**config.mk**
```make
export PLATFORM = sky130hd
export DESIGN_NAME = playback
export DESIGN_NICKNAME = d
export VERILOG_FILES = /design/src/rtl/playback.sv
export SDC_FILE = /design/constraint.sdc
export NUM_CORES = 1
export LEC_CHECK = 0
export ABC_AREA = 1
export BUFFER_PORTS_ARGS = -buffer_cell sky130_fd_sc_hd__buf_2
export CORE_ASPECT_RATIO = 0.9
export CORE_MARGIN = 8
export CORE_UTILIZATION = 59
export DETAILED_ROUTE_END_ITERATION = 8
export PLACE_DENSITY = 0.9
export SYNTH_ARGS = -nofsm -noshare
export SYNTH_HDL_FRONTEND = slang
export SYNTH_SLANG_ARGS = --single-unit
```
**constraint.sdc**
```tcl
create_clock -name clock -period 5.6 [get_ports clock]
set_clock_uncertainty 0.05 [all_clocks]
set_input_delay 0.56 -clock clock [delete_from_list [all_inputs] [get_ports clock]]
set_output_delay 0.56 -clock clock [all_outputs]
set_load 0.005 [all_outputs]
```
**src/rtl/playback.sv**
```systemverilog
// S/PDIF playback: fetches 32-bit subframe words over an MCB-style read port,
// adds even parity and biphase-mark encodes each subframe onto tos_out.
module playback #(
    parameter int ADDR_STEP = 4
) (
    input  logic        clock,
    input  logic        reset,
    input  logic        cell_ce,
    output logic        tos_out,
    input  logic [31:0] frames,
    input  logic [29:0] base_addr,
    input  logic        start,
    output logic [31:0] frames_remaining,
    output logic        done,
    output logic        underrun,
    output logic        cmd_clk,
    output logic        cmd_en,
    output logic [2:0]  cmd_instr,
    output logic [5:0]  cmd_bl,
    output logic [29:0] cmd_byte_addr,
    input  logic        cmd_full,
    output logic        rd_clk,
    output logic        rd_en,
    input  logic [31:0] rd_data,
    input  logic        rd_empty
);

    localparam logic [1:0] S_IDLE = 2'd0;
    localparam logic [1:0] S_ISSUE = 2'd1;
    localparam logic [1:0] S_WAIT_DATA = 2'd2;
    localparam logic [1:0] S_HOLD = 2'd3;

    localparam logic [1:0] PRE_B = 2'd0;
    localparam logic [1:0] PRE_M = 2'd1;
    localparam logic [1:0] PRE_W = 2'd2;

    logic [1:0]  state;
    logic [29:0] addr;
    logic        hold_full;
    logic [30:4] hold_payload;
    logic [1:0]  hold_pre;

    logic        ser_active;
    logic [5:0]  cell_cnt;
    logic [5:0]  cell_next;
    logic [31:4] sub_data;
    logic [7:0]  sub_pre;
    logic [1:0]  last_pre;

    logic [31:4] next_data;
    logic [1:0]  next_type;
    logic [7:0]  next_pat;

    logic start_ok, sub_end, load, filler;
    logic unused_bits;

    assign cmd_clk       = clock;
    assign rd_clk        = clock;
    assign cmd_instr     = 3'b001;
    assign cmd_bl        = 6'd0;
    assign cmd_en        = (state == S_ISSUE) && !cmd_full;
    assign rd_en         = (state == S_WAIT_DATA) && !rd_empty;
    assign cmd_byte_addr = addr;
    assign done          = (frames_remaining == 32'd0) && !ser_active;
    assign unused_bits   = ^{rd_data[31], rd_data[3:2]};

    assign start_ok  = (state == S_IDLE) && start;
    assign sub_end   = cell_ce && ser_active && (cell_cnt == 6'd63);
    assign load      = cell_ce && (!ser_active || cell_cnt == 6'd63) && hold_full;
    assign filler    = sub_end && !hold_full && (frames_remaining != 32'd0);
    assign cell_next = cell_cnt + 6'd1;

    // Next subframe: the held word, or a V=1 filler that keeps the B/M/W rhythm.
    always_comb begin
        next_data = {1'b0, 3'b001, 24'd0};
        next_type = (last_pre == PRE_M) ? PRE_W : PRE_M;
        if (hold_full) begin
            next_data = {1'b0, hold_payload};
            case (hold_pre)
                2'b00:   next_type = PRE_B;
                2'b10:   next_type = PRE_W;
                default: next_type = PRE_M;
            endcase
        end
        next_data[31] = ^next_data[30:4];
        case (next_type)
            PRE_B:   next_pat = 8'b11101000;
            PRE_W:   next_pat = 8'b11100100;
            default: next_pat = 8'b11100010;
        endcase
    end

    always_ff @(posedge clock or posedge reset) begin
        if (reset) begin
            state            <= S_IDLE;
            addr             <= '0;
            frames_remaining <= '0;
            underrun         <= 1'b0;
            hold_full        <= 1'b0;
        end else begin
            if (start_ok)    underrun <= 1'b0;
            else if (filler) underrun <= 1'b1;

            if (start_ok)  frames_remaining <= frames;
            else if (load) frames_remaining <= frames_remaining - 32'd1;

            if (rd_en)     hold_full <= 1'b1;
            else if (load) hold_full <= 1'b0;

            case (state)
                S_IDLE: if (start) begin
                    addr <= base_addr;
                    if (frames != 32'd0) state <= S_ISSUE;
                end
                S_ISSUE: if (!cmd_full) begin
                    addr  <= addr + 30'(ADDR_STEP);
                    state <= S_WAIT_DATA;
                end
                S_WAIT_DATA: if (!rd_empty) state <= S_HOLD;
                default: if (load) state <= (frames_remaining != 32'd1) ? S_ISSUE : S_IDLE;
            endcase
        end
    end

    // NOTE: the word payload carries no reset; hold_full alone says whether it is valid.
    always_ff @(posedge clock) begin
        if (rd_en) begin
            hold_payload <= rd_data[30:4];
            hold_pre     <= rd_data[1:0];
        end
    end

    always_ff @(posedge clock or posedge reset) begin
        if (reset) begin
            tos_out    <= 1'b0;
            ser_active <= 1'b0;
            cell_cnt   <= '0;
            sub_data   <= '0;
            sub_pre    <= '0;
            last_pre   <= PRE_B;
        end else if (load || filler) begin
            // Preamble polarity follows the line level just before cell 0.
            sub_data   <= next_data;
            sub_pre    <= next_pat ^ {8{tos_out}};
            tos_out    <= next_pat[7] ^ tos_out;
            cell_cnt   <= 6'd0;
            ser_active <= 1'b1;
            last_pre   <= next_type;
        end else if (cell_ce && ser_active) begin
            if (cell_cnt == 6'd63) begin
                ser_active <= 1'b0;
            end else begin
                cell_cnt <= cell_next;
                if (cell_next < 6'd8)  tos_out <= sub_pre[~cell_next[2:0]];
                else if (!cell_next[0]) tos_out <= ~tos_out;
                else                    tos_out <= tos_out ^ sub_data[cell_next[5:1]];
            end
        end
    end

endmodule
```
==> reports/qor.txt <==
LOGIC SYNTHESIS
-------------------------------------------------------------------------------------
Synth Cell Area                                                          0.00781 sq mm
Synthesis-stage register bit count                                                138
Cell taking the most area after synthesis                                sky130_fd_sc_hd__dfrtp_1
Seq/Total Area, Yosys                                                           46.1%
EDFF count, synth                                                                  29
Distinct cells, synth                                                              46
Share of the synthesized area in the top cell type                              34.9%
Mapped Cells                                                                      969
Dominant cells by area after synthesis                                   sky130_fd_sc_hd__dfrtp_1 35%, sky130_fd_sc_hd__edfxtp_1 11%, sky130_fd_sc_hd__nand2_1 11%
Flip-flop cell with the highest count after synthesis                    sky130_fd_sc_hd__dfrtp_1
Average cell area after synthesis                                          8.06 sq um
FFs w/ async S/R, synth                                                         79.0%
Synth warn                                                                          0

FLOORPLAN
-------------------------------------------------------------------------------------
Width of the chip                                                              137 um
Initial standard-cell utilization of the core                                   59.4%
Total core area                                                          0.0132 sq mm
Row Count                                                                          40
Io pins                                                                           178
Die Footprint                                                            0.0172 sq mm
Vert. Die Dim                                                                  125 um

STA
-------------------------------------------------------------------------------------
Number of failing setup endpoints in the final timing report                        0
Setup repair after global routing missed its margin                             false
Final setup slack of the worst path                                           1810 ps
Sum Neg Setup Slack                                                              0 ps
Max Transition Viols Final                                                          0
Worst rel slew slack                                                            30.3%
Actual slew at the worst max-slew pin                                         1040 ps
Hold Vio Cnt, Final                                                                 0

GLOBAL ROUTING
-------------------------------------------------------------------------------------
Wire length of the first global-routing pass                                  35.8 mm
Maximum number of pins on one net before global-route repair                       59
Grt ovf                                                                             0
Via count of the first global-routing pass                                       7431
Total routing usage reported by global routing                                  26.0%
Antenna violations before repair                                                    6

ROUTE
-------------------------------------------------------------------------------------
Total Routed Length                                                           22.3 mm
First-pass iteration count of the detailed router                                   6
Via density per instance                                                         5.71
Via count of the routed design                                                   7504
Routed wire per std cell                                                      17.0 um
Detail Route Antenna Nets                                                           0
Post-route DRC violation count                                                      0
DRC marker count from the first detailed-route iteration                          740

PLACED DESIGN
-------------------------------------------------------------------------------------
Port Buf Inserts                                                                  165
Routability congestion estimate                                                 0.913
Pre-CTS setup slack                                                           2090 ps
# placed instances                                                               1273
Post-detail-place hpwl                                                        15.1 mm

CTS
-------------------------------------------------------------------------------------
Clock tree from TritonCTS                                                         yes
Cts-stage hold buffer count                                                         0
Post-cts resize count                                                               0
Source-to-sink clock delay at the later pin of the worst-skew pair             540 ps
Total setup buffers inserted after CTS                                              0
Clock-pin slew of the registers on the worst-case setup and hold paths          60 ps

POWER AND IR DROP
-------------------------------------------------------------------------------------
Leakage component of the power                                                4.42 nW
Clock share of power                                                            23.1%
Psw                                                                         0.00235 W
Proportion of power drawn by combinational gates                                42.2%
Pwr/cell area                                                             576 mW/mm^2
Power share of the sequential group                                             34.8%
Share of total power consumed by net switching                                  43.5%
Peak supply drop                                                               332 uV
Internal power of the cells                                                 0.00306 W

LAYOUT
-------------------------------------------------------------------------------------
Fraction of final layout cells with drive strength greater than 1               20.1%
Final core utilization                                                          71.3%
Reg area                                                                 0.00360 sq mm
Area occupied by multi-input gates                                       0.00363 sq mm
Non-Filler Instances                                                             1314
Layout overhead on the synthesized area                                         20.2%
Layout net count                                                                 1236
Layout fillers                                                                    997

RUN STATUS
-------------------------------------------------------------------------------------
Outcome                                                                  complete, no violations

SETUP PATH
-------------------------------------------------------------------------------------
CP max stage cell                                                        sky130_fd_sc_hd__clkbuf_16
Gate family responsible for the most delay along the worst path          buffers and inverters
Endpoint arrival time on the critical path                                    3180 ps
Setup crit end kind                                                      primary output
Req. time, crit path                                                          4990 ps
Crit-path most repeated cell                                             sky130_fd_sc_hd__clkbuf_16
Largest fanout on the critical path                                                 2
Worst reg2reg path startpoint                                            state[1]$_DFFE_PP0P_
Kind of start point of the critical path                                   clock port
Cells traversed along the worst timing path                              clkbuf_16 -> clkbuf_16 -> buf_2
Worst Setup Path Type                                                         clk2out
Buffering stage count on the worst path with inverters included                     3
Timing startpoint of the critical path                                          clock
Slowest cell delay on critical path                                            130 ps

WORST HOLD PATH
-------------------------------------------------------------------------------------
Min-Delay Path Class                                                         in2async

FLOW RUN
-------------------------------------------------------------------------------------
Reported max-cap violation count                                                    0

-- cell usage in the layout, fill, tap and decap left out, drive strengths merged --
cell / netlist / routed
o21ai: 75 / 75
o211ai: 21 / 21
a31oi: 1 / 1
dfrtp: 109 / 109
a21o: 1 / 1
inv: 108 / 112
o311ai: 2 / 2
nor4b: 1 / 1
nand3b: 2 / 2
o31ai: 1 / 1
buf: 19 / 169
clkinvlp: 0 / 4
xnor2: 24 / 24
diode: 0 / 5
nand4: 16 / 16
o22ai: 6 / 6
o22a: 1 / 1
clkinv: 0 / 5
nor4: 11 / 11
ha: 8 / 8
nor2: 88 / 88
a22o: 10 / 10
a2bb2oi: 1 / 1
conb: 2 / 9
a22oi: 1 / 1
nor3: 28 / 28
edfxtp: 29 / 29
nand3: 75 / 75
a21oi: 27 / 27
o21a: 2 / 2
o221ai: 10 / 10
or2: 3 / 3
nand2: 231 / 231
clkbuf: 21 / 23
xor2: 35 / 35
-- path summary, 6_finish.rpt --
kind                       slack, ps                       endpoint  cells past startpoint
max                             1810                        cmd_clk                      3
min                               70  cmd_byte_addr[26]$_DFFE_PP0P_                      2
max reg2reg                     2530   cmd_byte_addr[6]$_DFFE_PP0P_                     10
min reg2reg                      430        last_pre[1]$_DFFE_PP0N_                      2
max in group asynchronous       4240       sub_data[28]$_DFFE_PP0N_                      3
min in group clock               140     hold_payload[27]$_DFFE_PP_                      1
-- stage by stage --
step / power (W) / hold slack (ps) / cell area (sq um)
final: 0.00541 / 65.1 / 9390
after global routing: 0.00579 / 122 / 9390
after CTS: 0.00539 / 92.5 / 9380
after detailed placement: 0.00410 / 410 / 8700
after global placement: 0.00401 / 406 / 8700
after floorplan: 0.00340 / 393 / 7840
-- per-layer routing --
metal  share of wire, %  track usage (%)
met5              0.058                0
met4                2.8             12.6
met3                8.3             7.85
met2                 50             41.9
met1                 39             31.0
-- power groups by stage --
stage / sequential (W) / clock (W) / combinational, W
after floorplan: 0.00181 / 0.0000232 / 0.00157
after global placement: 0.00186 / 0.0000155 / 0.00214
after detailed placement: 0.00187 / 0.0000155 / 0.00222
after CTS: 0.00187 / 0.00126 / 0.00226
after global routing: 0.00193 / 0.00130 / 0.00255
final: 0.00188 / 0.00125 / 0.00228
-- synth_stat cells, types with 3 or more instances --
cell and count:
sky130_fd_sc_hd__o211ai_1 21, sky130_fd_sc_hd__xor2_1 35, sky130_fd_sc_hd__buf_4 14, sky130_fd_sc_hd__o21ai_0 74, sky130_fd_sc_hd__nand2_2 5, sky130_fd_sc_hd__buf_2 3, sky130_fd_sc_hd__nand3_1 73, sky130_fd_sc_hd__a21oi_1 26
sky130_fd_sc_hd__nor2_1 82, sky130_fd_sc_hd__xnor2_1 24, sky130_fd_sc_hd__a22o_1 10, sky130_fd_sc_hd__nor3_1 25, sky130_fd_sc_hd__o221ai_1 10, sky130_fd_sc_hd__inv_1 105, sky130_fd_sc_hd__clkbuf_1 21, sky130_fd_sc_hd__edfxtp_1 29
sky130_fd_sc_hd__dfrtp_1 109, sky130_fd_sc_hd__nand4_1 16, sky130_fd_sc_hd__nand2_1 226, sky130_fd_sc_hd__o22ai_1 6, sky130_fd_sc_hd__nor4_1 11, sky130_fd_sc_hd__inv_2 3, sky130_fd_sc_hd__nor2_2 4, sky130_fd_sc_hd__ha_1 8
-- flip-flops by register name, summed over array words and instances (netlist names), 2 cells and up --
register	count
frames_remaining	32
cmd_byte_addr	30
sub_data	28
hold_payload	27
cell_cnt	6
sub_pre	5
hold_pre	2
last_pre	2
state	2
-- logic make-up after synthesis --
family	after synthesis	share of synthesized area, %
AOI/OAI and AO/OA	159	12.3
xor gates and xnor gates	59	6.61
adders and majority gates	8	1.28
buffers and inverters	148	7.93
DFF	138	46.1
other	2	0.0961
and+or+nand+nor	455	25.7
-- layout make-up --
cell class | count | area share (%)
tap | 168 | 2.24
timing repair buffer | 167 | 9.01
sequential | 138 | 38.3
multi-input combinational | 690 | 38.6
clock inverter | 13 | 1.19
antenna | 5 | 0.133
clock buffer | 25 | 6.12
inverter | 108 | 4.34
Power figures use the tool's default switching activity.
